--- config.mk ---
export PLATFORM = sky130hd
export DESIGN_NAME = case8_sweep_ctrl
export DESIGN_NICKNAME = d
export VERILOG_FILES = /design/src/rtl/case8_ctrl_pkg.sv /design/src/rtl/case8_misr.sv /design/src/rtl/case8_sweep_ctrl.sv
export SDC_FILE = /design/constraint.sdc
export NUM_CORES = 1
export LEC_CHECK = 0
export ABC_CLOCK_PERIOD_IN_PS = 8400
export CORE_UTILIZATION = 40
export CTS_CLUSTER_SIZE = 28
export DETAILED_ROUTE_END_ITERATION = 12
export GPL_TIMING_DRIVEN = 0
export MAX_ROUTING_LAYER = met4
export SLEW_MARGIN = 20
export SYNTH_ARGS = -nofsm -noshare
export SYNTH_HDL_FRONTEND = slang
export SYNTH_SLANG_ARGS = --single-unit
--- constraint.sdc ---
create_clock -name clk -period 8.4 [get_ports clk]
set_input_delay 2.52 -clock clk [delete_from_list [all_inputs] [get_ports clk]]
set_output_delay 2.52 -clock clk [all_outputs]
set_load 0.1 [all_outputs]
--- src/rtl/case8_ctrl_pkg.sv ---
// case8_ctrl_pkg: shared types and constants for the case8 sweep controller and its MISR.
package case8_ctrl_pkg;
  typedef enum logic [1:0] {IDLE, RUN, DRAIN, DONE} state_e;
  localparam int VEC_W = 10;
  localparam int RSP_W = 5;
  localparam int CNT_W = 11;
  localparam int SIG_W_DEF = 16;
  localparam logic [VEC_W-1:0] LFSR_TAPS = 10'h240;
  localparam logic [SIG_W_DEF-1:0] MISR_TAPS = 16'hB400;
  localparam logic [CNT_W-1:0] EXH_COUNT = 11'd1024;
  function automatic logic [VEC_W-1:0] lfsr_next(input logic [VEC_W-1:0] v);
    return {v[VEC_W-2:0], ^(v & LFSR_TAPS)};
  endfunction
endpackage

--- src/rtl/case8_misr.sv ---
// case8_misr: 16-bit multiple-input signature register folding in one datapath response per enable.
module case8_misr
  import case8_ctrl_pkg::*;
(
  input  logic                 clk,
  input  logic                 rst,
  input  logic                 clr,
  input  logic                 en,
  input  logic [RSP_W-1:0]     din,
  output logic [SIG_W_DEF-1:0] sig
);
  logic [SIG_W_DEF-1:0] sig_q, sig_d;
  always_comb
    sig_d = clr ? '0
          : en  ? ({sig_q[SIG_W_DEF-2:0], ^(sig_q & MISR_TAPS)} ^ {{(SIG_W_DEF-RSP_W){1'b0}}, din})
          : sig_q;
  always_ff @(posedge clk or posedge rst)
    if (rst) sig_q <= '0;
    else     sig_q <= sig_d;
  assign sig = sig_q;
endmodule

--- src/rtl/case8_sweep_ctrl.sv ---
// case8_sweep_ctrl: drives exhaustive or LFSR stimulus into an external datapath and
// compacts its registered responses into a MISR signature compared against a golden value.
module case8_sweep_ctrl
  import case8_ctrl_pkg::*;
#(
  parameter int SIG_W = SIG_W_DEF
) (
  input  logic             clk,
  input  logic             rst,
  input  logic             start,
  input  logic             abort,
  input  logic             mode,
  input  logic [VEC_W-1:0] seed,
  input  logic [CNT_W-1:0] count,
  input  logic [SIG_W-1:0] golden,
  output logic [VEC_W-1:0] vec_o,
  input  logic [RSP_W-1:0] dut_y,
  output logic             busy,
  output logic             done,
  output logic [SIG_W-1:0] sig,
  output logic             pass
);
  state_e           state_q, state_d;
  logic [VEC_W-1:0] vec_q, vec_d;
  logic [CNT_W-1:0] idx_q, idx_d, count_q, count_d, n;
  logic             mode_q, mode_d;
  logic [SIG_W-1:0] golden_q, golden_d;
  logic             misr_clr, misr_en;
  always_comb begin
    state_d  = state_q;
    vec_d    = vec_q;
    idx_d    = idx_q;
    mode_d   = mode_q;
    count_d  = count_q;
    golden_d = golden_q;
    misr_clr = 1'b0;
    misr_en  = 1'b0;
    n        = mode_q ? count_q : EXH_COUNT;
    if (abort && (state_q == RUN || state_q == DRAIN)) begin
      state_d  = IDLE;
      vec_d    = '0;
      misr_clr = 1'b1;
    end else if (state_q == IDLE && start && !abort) begin
      mode_d   = mode;
      count_d  = count;
      golden_d = golden;
      idx_d    = '0;
      misr_clr = 1'b1;
      state_d  = (mode && count == '0) ? DONE : RUN;
      vec_d    = (!mode || count == '0) ? '0 : (seed == '0) ? 10'd1 : seed;
    end else if (state_q == RUN) begin
      // the first RUN cycle has no response yet; the DRAIN cycle picks up the last one
      misr_en = idx_q != '0;
      idx_d   = idx_q + 1'b1;
      state_d = (idx_q == n - 1'b1) ? DRAIN : RUN;
      vec_d   = (idx_q == n - 1'b1) ? '0 : mode_q ? lfsr_next(vec_q) : vec_q + 1'b1;
    end else if (state_q == DRAIN) begin
      misr_en = 1'b1;
      state_d = DONE;
    end else if (state_q == DONE) begin
      state_d = IDLE;
    end
  end
  always_ff @(posedge clk or posedge rst)
    if (rst) begin
      state_q  <= IDLE;
      vec_q    <= '0;
      idx_q    <= '0;
      mode_q   <= 1'b0;
      count_q  <= '0;
      golden_q <= '0;
    end else begin
      state_q  <= state_d;
      vec_q    <= vec_d;
      idx_q    <= idx_d;
      mode_q   <= mode_d;
      count_q  <= count_d;
      golden_q <= golden_d;
    end
  case8_misr u_misr (
    .clk (clk),
    .rst (rst),
    .clr (misr_clr),
    .en  (misr_en),
    .din (dut_y),
    .sig (sig)
  );
  assign vec_o = vec_q;
  assign busy  = state_q == RUN || state_q == DRAIN;
  assign done  = state_q == DONE;
  assign pass  = done && sig == golden_q;
endmodule
==> results.txt, run 1 <==
via count -> 3523
Logic pwr share -> 0.571
period utilisation layout -> 0.644
Final min period -> 5.41 ns
Worst Setup End Kind -> output port
Layout Nets -> 602
max-cap violations -> 0
Place WS -> 3.36 ns
Post-Layout Cell Count -> 685
area of the mapped netlist -> 3990 um^2
Area Growth Syn to Fin -> 28.8%
Net Switching -> 1000 uW
First-pass DRT Iterations -> 4
switch share -> 0.508
post-detail-place hpwl -> 7.31 mm
DR WL/cell -> 14.6 um
IO buf count -> 75
yosys synthesis warning count -> 0
post-route setup slack -> 2.99 ns
WP data arrival -> 2.89 ns
root buf cell -> clkbuf_8
Critical Path Fanout Max -> 4
Reg power frac -> 0.290
Die Area -> 10400 um^2
Slew @ Worst Pin -> 1.01 ns
Total Neg Setup Slack -> 0 ns
first-pass GRT wire length -> 16.6 mm
Design Area, Final -> 5140 um^2
Synth Register Bits -> 67
max_slew headroom -> 0.324
Int Power -> 972 uW
CORE AREA -> 9730 um^2
Clk Latency, worst-skew pair -> 0.35 ns
Sink Count -> 67
maximum VDD drop -> 0.225 mV
synthesized area per cell -> 8.67 um^2
I/O pins -> 76
1st-iter DRT viols -> 166
commonest cells after routing, fill and taps aside -> nand2_1, clkdlybuf4s50_1, dfrtp_1, nor2_1, xnor2_1
TritonCTS clock tree -> built
vias in the first global route -> 3291
unique cell type count in the Yosys netlist -> 52
commonest non-fill, non-tap cell in the layout -> nand2_1
dominant synthesized flop cell -> dfrtp_1
Worst Hold Class -> reg -> reg
Achievable Freq -> 185 MHz
GRT Overall Usage -> 0.215
placed inst area -> 4930 um^2
Clock Power Share -> 0.139
Num CTS Buffers -> 9
share of cells above drive strength 1 -> 0.0833
initial antenna violation count -> 0
Setup Skew -> 0.0134 ns
n_diodes -> 0
# rows -> 36
startpoint type of the worst setup path -> register
CTS clk-pin slew, worst paths -> 0.07 ns
largest net degree at the start of global routing -> 46
final WL -> 9.97 mm
Post-Syn Instances -> 460
DRC Markers -> 0
H-tree levels -> 3
routability congestion estimate -> 0.838
largest buffer count on any clock path -> 2
initial core utilization -> 0.410
die height -> 102 um
Async SR Flop Fraction -> 1.00
Final Hold Viols -> 0
critical path type -> reg -> out
Vias/cell -> 5.14
RSZ-0062 raised after global routing -> no
power after layout -> 1980 uW
hold_buf cts -> 0
register area share after synthesis -> 0.421
number of synthesized flops with an enable pin -> 0
static leakage -> 0.00228 uW
post-CTS setup buffer count -> 0
grt ovf -> 0
WP data required -> 5.88 ns
Die Width -> 102 um
syn nets -> 515
Cells after DPL -> 669
remaining antenna violation count -> 0
status -> finished clean
post_cts resized -> 0
pwr/cell area -> 385 nW/um^2
final setup violation count -> 0
Final Max Slew Viols -> 0
routing by layer:
layer | wire, um | track usage
met5 | 0 | -
met4 | 103 | 0.0637
met3 | 445 | 0.0390
met2 | 4670 | 0.324
met1 | 4760 | 0.296
final timing paths:
path	start	to	slack [ns]	depth (start not counted)
max reg2reg	mode_q$_DFFE_PP0P_	vec_o[0]$_DFFE_PP0P_	5.17	13
max in group asynchronous	rst	count_q[9]$_DFFE_PP0P_	5.39	3
min in group asynchronous	rst	vec_o[5]$_DFFE_PP0P_	2.48	2
min	golden_q[15]$_DFFE_PP0P_	golden_q[15]$_DFFE_PP0P_	0.51	2
max	u_misr.sig[15]$_DFFE_PP0P_	pass	2.99	5
min reg2reg	golden_q[15]$_DFFE_PP0P_	golden_q[15]$_DFFE_PP0P_	0.51	2
through the flow:
step,hold WS [ns],utilization
floorplan,0.465,-
global placement,0.482,0.504
detailed placement,0.487,0.507
CTS,0.506,0.528
global route,0.528,0.528
finish,0.505,0.528
Yosys cell counts, types with 4 or more instances:
master | number | area [um^2]
nor4_1 | 6 | 37.5
clkbuf_1 | 15 | 56.3
or3_1 | 5 | 31.3
a21o_1 | 5 | 37.5
dfrtp_1 | 67 | 1680
buf_2 | 4 | 20.0
a22o_1 | 9 | 78.8
nor2_1 | 35 | 131
a211oi_1 | 5 | 37.5
a21o_2 | 6 | 52.6
a21oi_1 | 20 | 100
o21ai_0 | 22 | 110
nand4_1 | 8 | 50.1
buf_1 | 4 | 15.0
ha_1 | 8 | 100
a31oi_1 | 7 | 43.8
nand2_1 | 111 | 417
xnor2_1 | 28 | 245
xor2_1 | 13 | 114
mux2i_1 | 15 | 150
nand3_1 | 9 | 45.0
nor3_1 | 8 | 40.0
inv_1 | 8 | 30.0
cells by family (layout without fill, tap and decap cells):
kind of cell / after synthesis / in the layout / share of synthesized area
flip-flops: 67 / 67 / 0.421
AND/OR/NAND/NOR: 203 / 203 / 0.233
multiplexers: 17 / 17 / 0.0433
buffers and inverters: 33 / 125 / 0.0342
XOR/XNOR: 41 / 41 / 0.0901
adder cells (fa/ha/maj): 8 / 8 / 0.0251
AO/OA/AOI/OAI: 91 / 91 / 0.153
worst max-delay path: stages (launching register included):
cell and delay, ns:
dfrtp_1 0.45, xor2_1 0.20, nor4_1 0.27, nand4_1 0.12
nor4_1 0.30, clkdlybuf4s50_1 1.20
layout make-up:
class / count / area [um^2]
clock buffers: 10 / 138
well taps: 133 / 166
inverters: 9 / 36.3
plain buffers: 24 / 103
fillers: 965 / 4590
flip-flops and latches: 67 / 1680
multi-input cells: 360 / 2170
repair buffers: 76 / 778
clock inverters: 6 / 65.1
sequential cells by signal, indices dropped and copies added (netlist names):
register / cells
count_q: 11
idx_q: 11
state_q: 2
vec_o: 10
golden_q: 16
u_misr.sig: 16
mode_q: 1
power groups by stage:
stage	sequential, uW	combinational [uW]	clock (uW)
after floorplan	798	634	0
after global placement	575	1120	0
after detailed placement	577	1130	0
after CTS	573	1140	282
after global routing	594	1230	298
final	572	1130	274
No activity file was read; power rests on OpenSTA's default activity.
==> inputs of run 2 (changes only) <==
--- a/config.mk
+++ b/config.mk
@@ -5,12 +5,13 @@
 export SDC_FILE = /design/constraint.sdc
 export NUM_CORES = 1
 export LEC_CHECK = 0
-export ABC_CLOCK_PERIOD_IN_PS = 8400
+export ABC_CLOCK_PERIOD_IN_PS = 4900
 export CORE_UTILIZATION = 40
 export CTS_CLUSTER_SIZE = 28
 export DETAILED_ROUTE_END_ITERATION = 12
 export GPL_TIMING_DRIVEN = 0
 export MAX_ROUTING_LAYER = met4
+export PLACE_DENSITY = 0.67
 export SLEW_MARGIN = 20
 export SYNTH_ARGS = -nofsm -noshare
 export SYNTH_HDL_FRONTEND = slang
==> constraint.sdc (replaced) <==
create_clock -name clk -period 4.9 [get_ports clk]
set_input_delay 1.47 -clock clk [delete_from_list [all_inputs] [get_ports clk]]
set_output_delay 1.47 -clock clk [all_outputs]
set_load 0.1 [all_outputs]
==> run 2 against run 1 <==
Sequential power is 71% higher. Final area is 0.54% higher. Register-to-register slack worse by 3.6 ns. Worst setup slack worse by 2.4 ns. Utilization is 0.28 points higher. Total power is 75% higher. First-iteration DRC count is 19% higher. Critical path depth stayed put. Die area stayed put. Critical endpoint unchanged. Highest routed layer unchanged.
==> results.txt, run 2 (synthesis results as in run 1) <==
status -> finished clean
Vias/cell -> 5.26
largest net degree at the start of global routing -> 53
Slew @ Worst Pin -> 0.982 ns
post_cts resized -> 0
reg2reg end -> vec_o[0]$_DFFE_PP0P_
WP data required -> 3.43 ns
First-pass DRT Iterations -> 5
hold_buf cts -> 0
reg2reg path depth -> 13
Num CTS Buffers -> 9
TritonCTS clock tree -> built
CTS clk-pin slew, worst paths -> 0.08 ns
Achievable Freq -> 230 MHz
metal2 WL -> 4.67 mm
RSZ-0062 raised after global routing -> no
Hold Path Sink -> golden_q[9]$_DFFE_PP0P_
routability congestion estimate -> 0.901
vias in the first global route -> 3483
FF-to-FF setup slack -> 1.60 ns
static leakage -> 0.00230 uW
Die Width -> 102 um
critical path type -> reg -> out
Worst Hold Class -> reg -> reg
Filler cells -> 929
first-pass GRT wire length -> 16.8 mm
startpoint type of the worst setup path -> register
Die Area -> 10400 um^2
highest metal used -> met4
Total Neg Setup Slack -> 0 ns
Final Max Slew Viols -> 0
WP data arrival -> 2.87 ns
max-cap violations -> 0
maximum VDD drop -> 0.418 mV
IO buf count -> 75
DR WL/cell -> 14.6 um
root buf cell -> clkbuf_8
1st-iter DRT viols -> 198
initial core utilization -> 0.410
Final Hold Viols -> 0
Critical Path Fanout Max -> 4
pwr/cell area -> 669 nW/um^2
Metal-1 WL -> 4.67 mm
Worst Setup End Kind -> output port
post-CTS setup buffer count -> 0
GRT Overall Usage -> 0.217
Sink Count -> 67
final setup violation count -> 0
max_slew headroom -> 0.344
remaining antenna violation count -> 0
via count -> 3601
WL met3 -> 547 um
Final min period -> 4.34 ns
Finished Core Util -> 0.531
n_diodes -> 0
period utilisation layout -> 0.886
cell depth of the worst min-delay path -> 2
Area Growth Syn to Fin -> 29.5%
Layout Nets -> 602
min-delay src -> golden_q[9]$_DFFE_PP0P_
H-tree levels -> 3
Setup Skew -> 0.00870 ns
CORE AREA -> 9730 um^2
initial antenna violation count -> 0
die height -> 102 um
commonest cells after routing, fill and taps aside -> nand2_1, clkdlybuf4s50_1, dfrtp_1, nor2_1, xnor2_1
I/O pins -> 76
grt ovf -> 0
share of cells above drive strength 1 -> 0.0851
post-detail-place hpwl -> 7.21 mm
commonest non-fill, non-tap cell in the layout -> nand2_1
DRC Markers -> 0
Clk Latency, worst-skew pair -> 0.36 ns
Critical R2R Launch -> mode_q$_DFFE_PP0P_
largest buffer count on any clock path -> 2
final WL -> 10.0 mm
# rows -> 36
## run 2: changes by cell type in the layout (fill, tap and decap cells not counted)
cell,previous run,this run
bufinv_16,1,2
inv_6,0,2
clkinvlp_4,4,0
nor4_2,0,1
clkbuf_8,10,9
clkinv_4,0,2
nor4_1,6,5
## run 2: area by class of cell
class                           count  area [um^2]  area share
Clock buffer                        9          124      0.0240
Inverter                            9         36.3     0.00703
Tap cell                          133          166      0.0322
Multi-Input combinational cell    360         2180       0.422
Sequential cell                    67         1680       0.325
Timing Repair Buffer               76          778       0.151
Buffer                             24          103      0.0199
Clock inverter                      7          100      0.0194
## run 2: metal layers
metal | global-route usage | vias to the layer above
met5 | - | -
met4 | 0.0670 | 0
met3 | 0.0445 | 11
met2 | 0.333 | 112
met1 | 0.290 | 1714
li1 | - | 1764
## run 2: how the worst max path moves through the flow
stage | slack, ns | startpoint | end | depth (start not counted)
floorplan | 0.21 | u_misr.sig[15]$_DFFE_PP0P_ | pass | 4
detailed placement | 0.87 | abort | vec_o[9]$_DFFE_PP0P_ | 7
global placement | 0.51 | rst | count_q[3]$_DFFE_PP0P_ | 2
global route | 0.40 | u_misr.sig[15]$_DFFE_PP0P_ | pass | 5
CTS | 0.54 | u_misr.sig[15]$_DFFE_PP0P_ | pass | 5
finish | 0.56 | u_misr.sig[15]$_DFFE_PP0P_ | pass | 5
## run 2: worst max-delay path, cell delays in order, from the launching register on
cell	delay, ns
dfrtp_1	0.44
xor2_1	0.19
nor4_1	0.28
nand4_1	0.15
nor4_2	0.27
clkdlybuf4s50_1	1.19
## run 2: per-stage QoR
| step | cells | total power [uW] | worst slack [ns] | area [um^2] | hold WS, ns |
|---|---|---|---|---|---|
| 6_report | 685 | 3450 | 0.558 | 5160 | 0.501 |
| 5_1_grt | 685 | 3690 | 0.395 | 5160 | 0.542 |
| 4_1_cts | 685 | 3460 | 0.536 | 5160 | 0.504 |
| 3_5_place_dp | 669 | 2930 | 0.873 | 4940 | 0.484 |
| 3_3_place_gp | 668 | 2890 | 0.508 | 4910 | 0.481 |
| 2_1_floorplan | 460 | 2460 | 0.206 | 3990 | 0.465 |
## run 2: power by group
group	internal (uW)	leakage (uW)	switching (uW)
registers	748	0.000873	231
logic	672	0.00132	1270
clock network	291	0.000114	241
